**src/rtl/alu_issue_stage.sv**
```systemverilog
// ID/EX issue stage in front of the 32-bit ALU.
// Decodes MIPS opcode/funct into the ALU control code, selects and extends
// operands A/B, and registers them into the EX slot with stall/flush handling.
//
// Handshake: InValid marks a decoded instruction on the ID side and is
// sampled only on a rising edge where neither Stall nor Flush is high. There
// is no ready back to ID. While Stall is high, ID must hold its instruction,
// because this stage does not capture it. ExValid marks a live instruction in
// the EX slot for exactly as many cycles as the slot holds it.
module alu_issue_stage #(
    parameter int DATA_W = 32,
    parameter int CTRL_W = 5,
    parameter int CNT_W  = 32
) (
    input  logic              Clk,
    input  logic              Rst_n,
    input  logic              InValid,
    input  logic [5:0]        Opcode,
    input  logic [5:0]        Funct,
    input  logic [4:0]        Shamt,
    input  logic [15:0]       Imm16,
    input  logic [DATA_W-1:0] RsData,
    input  logic [DATA_W-1:0] RtData,
    input  logic              Stall,
    input  logic              Flush,
    output logic              ExValid,
    output logic [CTRL_W-1:0] ALUControl,
    output logic [DATA_W-1:0] OpA,
    output logic [DATA_W-1:0] OpB,
    output logic              Illegal,
    output logic [CNT_W-1:0]  IssueCount
);

    // ALU control codes understood by the downstream ALU
    localparam logic [CTRL_W-1:0] ALU_ADD = CTRL_W'(5'b00000);
    localparam logic [CTRL_W-1:0] ALU_SUB = CTRL_W'(5'b00001);
    localparam logic [CTRL_W-1:0] ALU_MUL = CTRL_W'(5'b00010);
    localparam logic [CTRL_W-1:0] ALU_OR  = CTRL_W'(5'b00011);
    localparam logic [CTRL_W-1:0] ALU_NOR = CTRL_W'(5'b00100);
    localparam logic [CTRL_W-1:0] ALU_SLT = CTRL_W'(5'b00101);
    localparam logic [CTRL_W-1:0] ALU_SLL = CTRL_W'(5'b00110);
    localparam logic [CTRL_W-1:0] ALU_SRL = CTRL_W'(5'b00111);
    localparam logic [CTRL_W-1:0] ALU_AND = CTRL_W'(5'b01000);
    localparam logic [CTRL_W-1:0] ALU_XOR = CTRL_W'(5'b01001);

    // Operand candidates
    logic [DATA_W-1:0] imm_sext;
    logic [DATA_W-1:0] imm_zext;
    logic [DATA_W-1:0] shamt_ext;
    logic [DATA_W-1:0] rs_shamt;

    assign imm_sext  = {{(DATA_W-16){Imm16[15]}}, Imm16};
    assign imm_zext  = {{(DATA_W-16){1'b0}}, Imm16};
    assign shamt_ext = {{(DATA_W-5){1'b0}}, Shamt};
    assign rs_shamt  = {{(DATA_W-5){1'b0}}, RsData[4:0]};

    // Decode result for the instruction currently presented by ID
    logic              dec_legal;
    logic [CTRL_W-1:0] dec_ctrl;
    logic [DATA_W-1:0] dec_a;
    logic [DATA_W-1:0] dec_b;

    // Decode opcode/funct into control code and operand selection
    always_comb begin
        dec_legal = 1'b0;
        dec_ctrl  = '0;
        dec_a     = '0;
        dec_b     = '0;
        case (Opcode)
            6'b000000: begin
                dec_legal = 1'b1;
                dec_a     = RsData;
                dec_b     = RtData;
                case (Funct)
                    6'b100000, 6'b100001: dec_ctrl = ALU_ADD;
                    6'b100010, 6'b100011: dec_ctrl = ALU_SUB;
                    6'b100100:            dec_ctrl = ALU_AND;
                    6'b100101:            dec_ctrl = ALU_OR;
                    6'b100110:            dec_ctrl = ALU_XOR;
                    6'b100111:            dec_ctrl = ALU_NOR;
                    6'b101010:            dec_ctrl = ALU_SLT;
                    6'b000000: begin dec_ctrl = ALU_SLL; dec_a = shamt_ext; end
                    6'b000010: begin dec_ctrl = ALU_SRL; dec_a = shamt_ext; end
                    6'b000100: begin dec_ctrl = ALU_SLL; dec_a = rs_shamt;  end
                    6'b000110: begin dec_ctrl = ALU_SRL; dec_a = rs_shamt;  end
                    default: begin
                        dec_legal = 1'b0;
                        dec_a     = '0;
                        dec_b     = '0;
                    end
                endcase
            end
            6'b011100: begin
                if (Funct == 6'b000010) begin
                    dec_legal = 1'b1;
                    dec_ctrl  = ALU_MUL;
                    dec_a     = RsData;
                    dec_b     = RtData;
                end
            end
            6'b001000, 6'b001001, 6'b100011, 6'b101011: begin
                dec_legal = 1'b1;
                dec_ctrl  = ALU_ADD;
                dec_a     = RsData;
                dec_b     = imm_sext;
            end
            6'b001010: begin
                dec_legal = 1'b1;
                dec_ctrl  = ALU_SLT;
                dec_a     = RsData;
                dec_b     = imm_sext;
            end
            6'b001100, 6'b001101, 6'b001110: begin
                dec_legal = 1'b1;
                dec_a     = RsData;
                dec_b     = imm_zext;
                case (Opcode[1:0])
                    2'b00:   dec_ctrl = ALU_AND;
                    2'b01:   dec_ctrl = ALU_OR;
                    default: dec_ctrl = ALU_XOR;
                endcase
            end
            6'b000100, 6'b000101: begin
                dec_legal = 1'b1;
                dec_ctrl  = ALU_SUB;
                dec_a     = RsData;
                dec_b     = RtData;
            end
            default: dec_legal = 1'b0;
        endcase
    end

    // EX slot registers: flush beats stall, stall beats capture
    always_ff @(posedge Clk or negedge Rst_n) begin
        if (!Rst_n) begin
            ExValid    <= 1'b0;
            ALUControl <= '0;
            OpA        <= '0;
            OpB        <= '0;
            Illegal    <= 1'b0;
            IssueCount <= '0;
        end else if (Flush) begin
            ExValid    <= 1'b0;
            ALUControl <= '0;
            OpA        <= '0;
            OpB        <= '0;
            Illegal    <= 1'b0;
        end else if (Stall) begin
            Illegal    <= 1'b0;
        end else if (InValid && dec_legal) begin
            ExValid    <= 1'b1;
            ALUControl <= dec_ctrl;
            OpA        <= dec_a;
            OpB        <= dec_b;
            Illegal    <= 1'b0;
            IssueCount <= IssueCount + 1'b1;
        end else begin
            // Bubble; an unknown instruction is dropped and flagged for one cycle
            ExValid    <= 1'b0;
            ALUControl <= '0;
            OpA        <= '0;
            OpB        <= '0;
            Illegal    <= InValid;
        end
    end

endmodule

```
**config.mk**
```make
export PLATFORM = sky130hd
export DESIGN_NAME = alu_issue_stage
export DESIGN_NICKNAME = d
export VERILOG_FILES = /design/src/rtl/alu_issue_stage.sv
export SDC_FILE = /design/constraint.sdc
export NUM_CORES = 1
export LEC_CHECK = 0
export CAP_MARGIN = 20
export CORE_MARGIN = 1.5
export CORE_UTILIZATION = 39
export DETAILED_ROUTE_END_ITERATION = 12
export GPL_TIMING_DRIVEN = 0
export MAX_ROUTING_LAYER = met4
export PLACE_DENSITY = 0.77
export SYNTH_ARGS = -nofsm -noshare
export SYNTH_HDL_FRONTEND = slang
export SYNTH_SLANG_ARGS = --single-unit
```
**constraint.sdc**
```tcl
create_clock -name Clk -period 1.9 [get_ports Clk]
set_input_delay 0.285 -clock Clk [delete_from_list [all_inputs] [get_ports Clk]]
set_output_delay 0.285 -clock Clk [all_outputs]
set_load 0.1 [all_outputs]
```
==> reports/metrics.yaml <==
setup_path:
  worstSetupEndpointType: "register"
  worstRegToRegCells: 5
  critical_path_class: "register to register"
  required_ps: 2130
  reg2reg_to: "IssueCount[18]"
  cp.arrival_ps: 2130
  startpoint_type: "register"
  reg2reg_setup_slack_ps: -0.2
  worst-path-max-fanout: 8
  r2r-start: "IssueCount[7]"
logic_synthesis:
  ys_ff_latch: 102
  synth_top_area_share_pct: 51.92
  synth_top_area_cell: "dfrtp_1"
  syn_nets: 563
  syn_inst: 460
  synth_async_sr_flop_share_pct: 100.0
  synth_edf_count: 0
  syn_area_per_cell_um2: 10.69
  ys.flop_type: "dfrtp_1"
  synthTopCellsByArea: "dfrtp_1 (52%), a22o_1 (5.3%), xnor2_1 (5.0%), a22oi_1 (4.9%), o21ai_0 (4.0%)"
  ys_warn_count: 0
  syn_area_um2: 4916
  synth-seq-area-share_pct: 51.92
  synth_cell_types: 56
route:
  drtIter0Drc: 362
  vias_per_cell: 5.543
  wl_per_cell_um: 19.28
  via_count: 4839
  ant_nets: 0
  drt_wl_total_mm: 16.83
  drc: 0
  dr.pass1.iters: 5
cts:
  clk_pin_slew_ps: 70
  cts_buffers: 9
  clock-sinks: 102
  clock_path_buffers: 2
  root_buffer: "clkbuf_16"
  cts_tree: "done"
  clock_latency_ps: 350
  cts_max_level: 3
timing:
  max_slew_margin_pct: 31.96
  setup_slack_ps: -0.2400
  rsz0062_at_grt: "yes"
  final.period_utilization_pct: 100.0
  finClkSkew_ps: 6.707
  setup_viol: 1
  hold_violations: 0
  whs_ps: 315.3
  tightest_slew_ps: 1025
  slew_viol_final: 0
  final.min_clock_period_ps: 1900
  max_freq_mhz: 526.2
layout:
  layout_commonest_cell: "clkdlybuf4s50_1"
  final_util_pct: 64.90
  nNetsFinal: 803
  n_fill_cell: 989
  final_cell_mix: "clkdlybuf4s50_1 (88), dfrtp_1 (74), dlygate4sd2_1 (51)"
  area.growth.synth_to_final_pct: 60.55
  drive_above_1_share_pct: 24.96
  antennaDiodeCount: 0
global_routing:
  grt.busiest_layer: "met2"
  grt-ovfl-total: 0
  grt_pass1_vias: 4869
  antenna_found_initial: 0
  grt_max_degree: 54
  grtUsageTotal_pct: 26.13
  grt_pass1_wl_mm: 26.06
  use_met2_pct: 44.21
  use_met3_pct: 5.851
  grt_use_met1_pct: 30.64
floorplan:
  die_height_um: 115.3
  start_util_pct: 40.42
  coreArea_um2: 12160
  rows: 40
  die_x_um: 115.3
  ios: 205
  die_area_um2: 13290
flow_run:
  max-cap-violations: 0
power_and_ir_drop:
  ir_drop_v: 0.0004433
  p_per_area_nw_per_um2: 635.8
  leakage_uw: 0.003474
placed_design:
  gp_congestion: 0.8568
  port_buffers: 201
  place_hpwl_mm: 12.15
worst_hold_path:
  min_from: "Opcode[4]"
  hold_path_class: "primary input to register"
  whs_path_depth: 3
  hold_end: "ALUControl[2]"
outcome:
  outcome: "complete, but fails checks"
  violations: "setup timing"
critical path, stage by stage (launching register included):
cell	delay (ps)
dfrtp_4	450
nand4_1	140
or4_4	600
nor2_4	210
o2111ai_1	180
xnor2_1	190
registers in the layout, summed over array words and instances, names as in the netlist:
name and flops:
IssueCount 32, OpA 32, OpB 32, ALUControl 4, ExValid 1, Illegal 1
how the worst max path moves through the flow:
stage,cells past startpoint,slack (ps),startpoint,end
2_1_floorplan,5,-170,IssueCount[5],IssueCount[29]
3_3_place_gp,1,-3890,Rst_n,IssueCount[9]
3_5_place_dp,8,-1170,Opcode[4],OpB[30]
4_1_cts,10,0.4,Funct[5],IssueCount[9]
5_1_grt,5,-110,IssueCount[7],IssueCount[30]
6_report,5,-0.2,IssueCount[7],IssueCount[18]
synth_stat cells, types with 2 or more instances:
library cell	number
a31oi_1	2
a22o_1	30
clkbuf_1	19
a2111oi_2	3
nand3b_1	3
nor3_1	6
o32ai_1	2
o21ai_0	39
xor2_1	3
a211o_1	2
o31ai_1	2
inv_1	5
nand3_1	9
nor4_1	2
or2_2	3
or3b_2	2
o211ai_1	7
xnor2_1	28
and2_1	10
nor2_1	30
buf_2	11
a21oi_1	6
nand2_1	27
o2111ai_1	16
buf_6	2
dfrtp_1	102
o22ai_1	2
and3_1	7
nand4_1	8
a221o_1	5
nand2b_1	7
a22oi_1	32
nor2b_1	5
area by class of cell:
type	count	area, um^2	share of cell area, %
repair buffers	230	2092	26.51
inverters	6	30.03	0.3805
multi-input cells	319	2421	30.68
well taps	168	210.2	2.663
clock buffers	10	239.0	3.028
flip-flops and latches	102	2608	33.04
plain buffers	32	241.5	3.060
clock inverters	6	51.30	0.6500
layer usage:
metal  share of wire [%]  wire, um  vias up
li1                    -         -     2221
met1                  39      6587     2373
met2                  51      8574      216
met3                 7.2      1210       29
met4                 2.7       456        0
met5                   0         0        -
cell families (layout without fill, tap and decap cells):
logic type,count (synthesis),after routing,share of synthesized area [%]
compound gates,158,158,24.82
simple gates,127,127,13.49
other cells,1,1,0.07628
flops,102,102,51.92
mux,1,1,0.2290
xor+xnor,31,31,5.523
buf+inv,39,284,3.691
fa+ha+maj,1,1,0.2545
report_power, final:
group          leakage [uW]  internal [uW]  switching (uW)
clock network      0.000140            944             862
registers           0.00137           2230            37.3
logic               0.00197            352             598
total               0.00347           3520            1500
stage by stage:
stage / TNS (ps) / instances / power, uW / setup WS [ps] / instance area [um^2]
after floorplan: -2696 / 460 / 2795 / -172.1 / 5044
after global placement: -417500 / 829 / 3194 / -3892 / 7266
after detailed placement: -82750 / 830 / 3224 / -1171 / 7291
after CTS: 0 / 862 / 5056 / 0.4341 / 7844
after global routing: -298.9 / 873 / 5203 / -112.3 / 7893
final: -0.2400 / 873 / 5018 / -0.2400 / 7893
what timing repair did:
item / 4_1_cts / 5_1_grt
pin swaps: 16 / 17
buffers inserted: 16 / 11
endpoints found under the hold margin: 13 / 0
gates resized for setup: 231 / 68
endpoints found under the setup margin: 204 / 120
hold buffers: 1 / 0
Power figures use the tool's default switching activity.
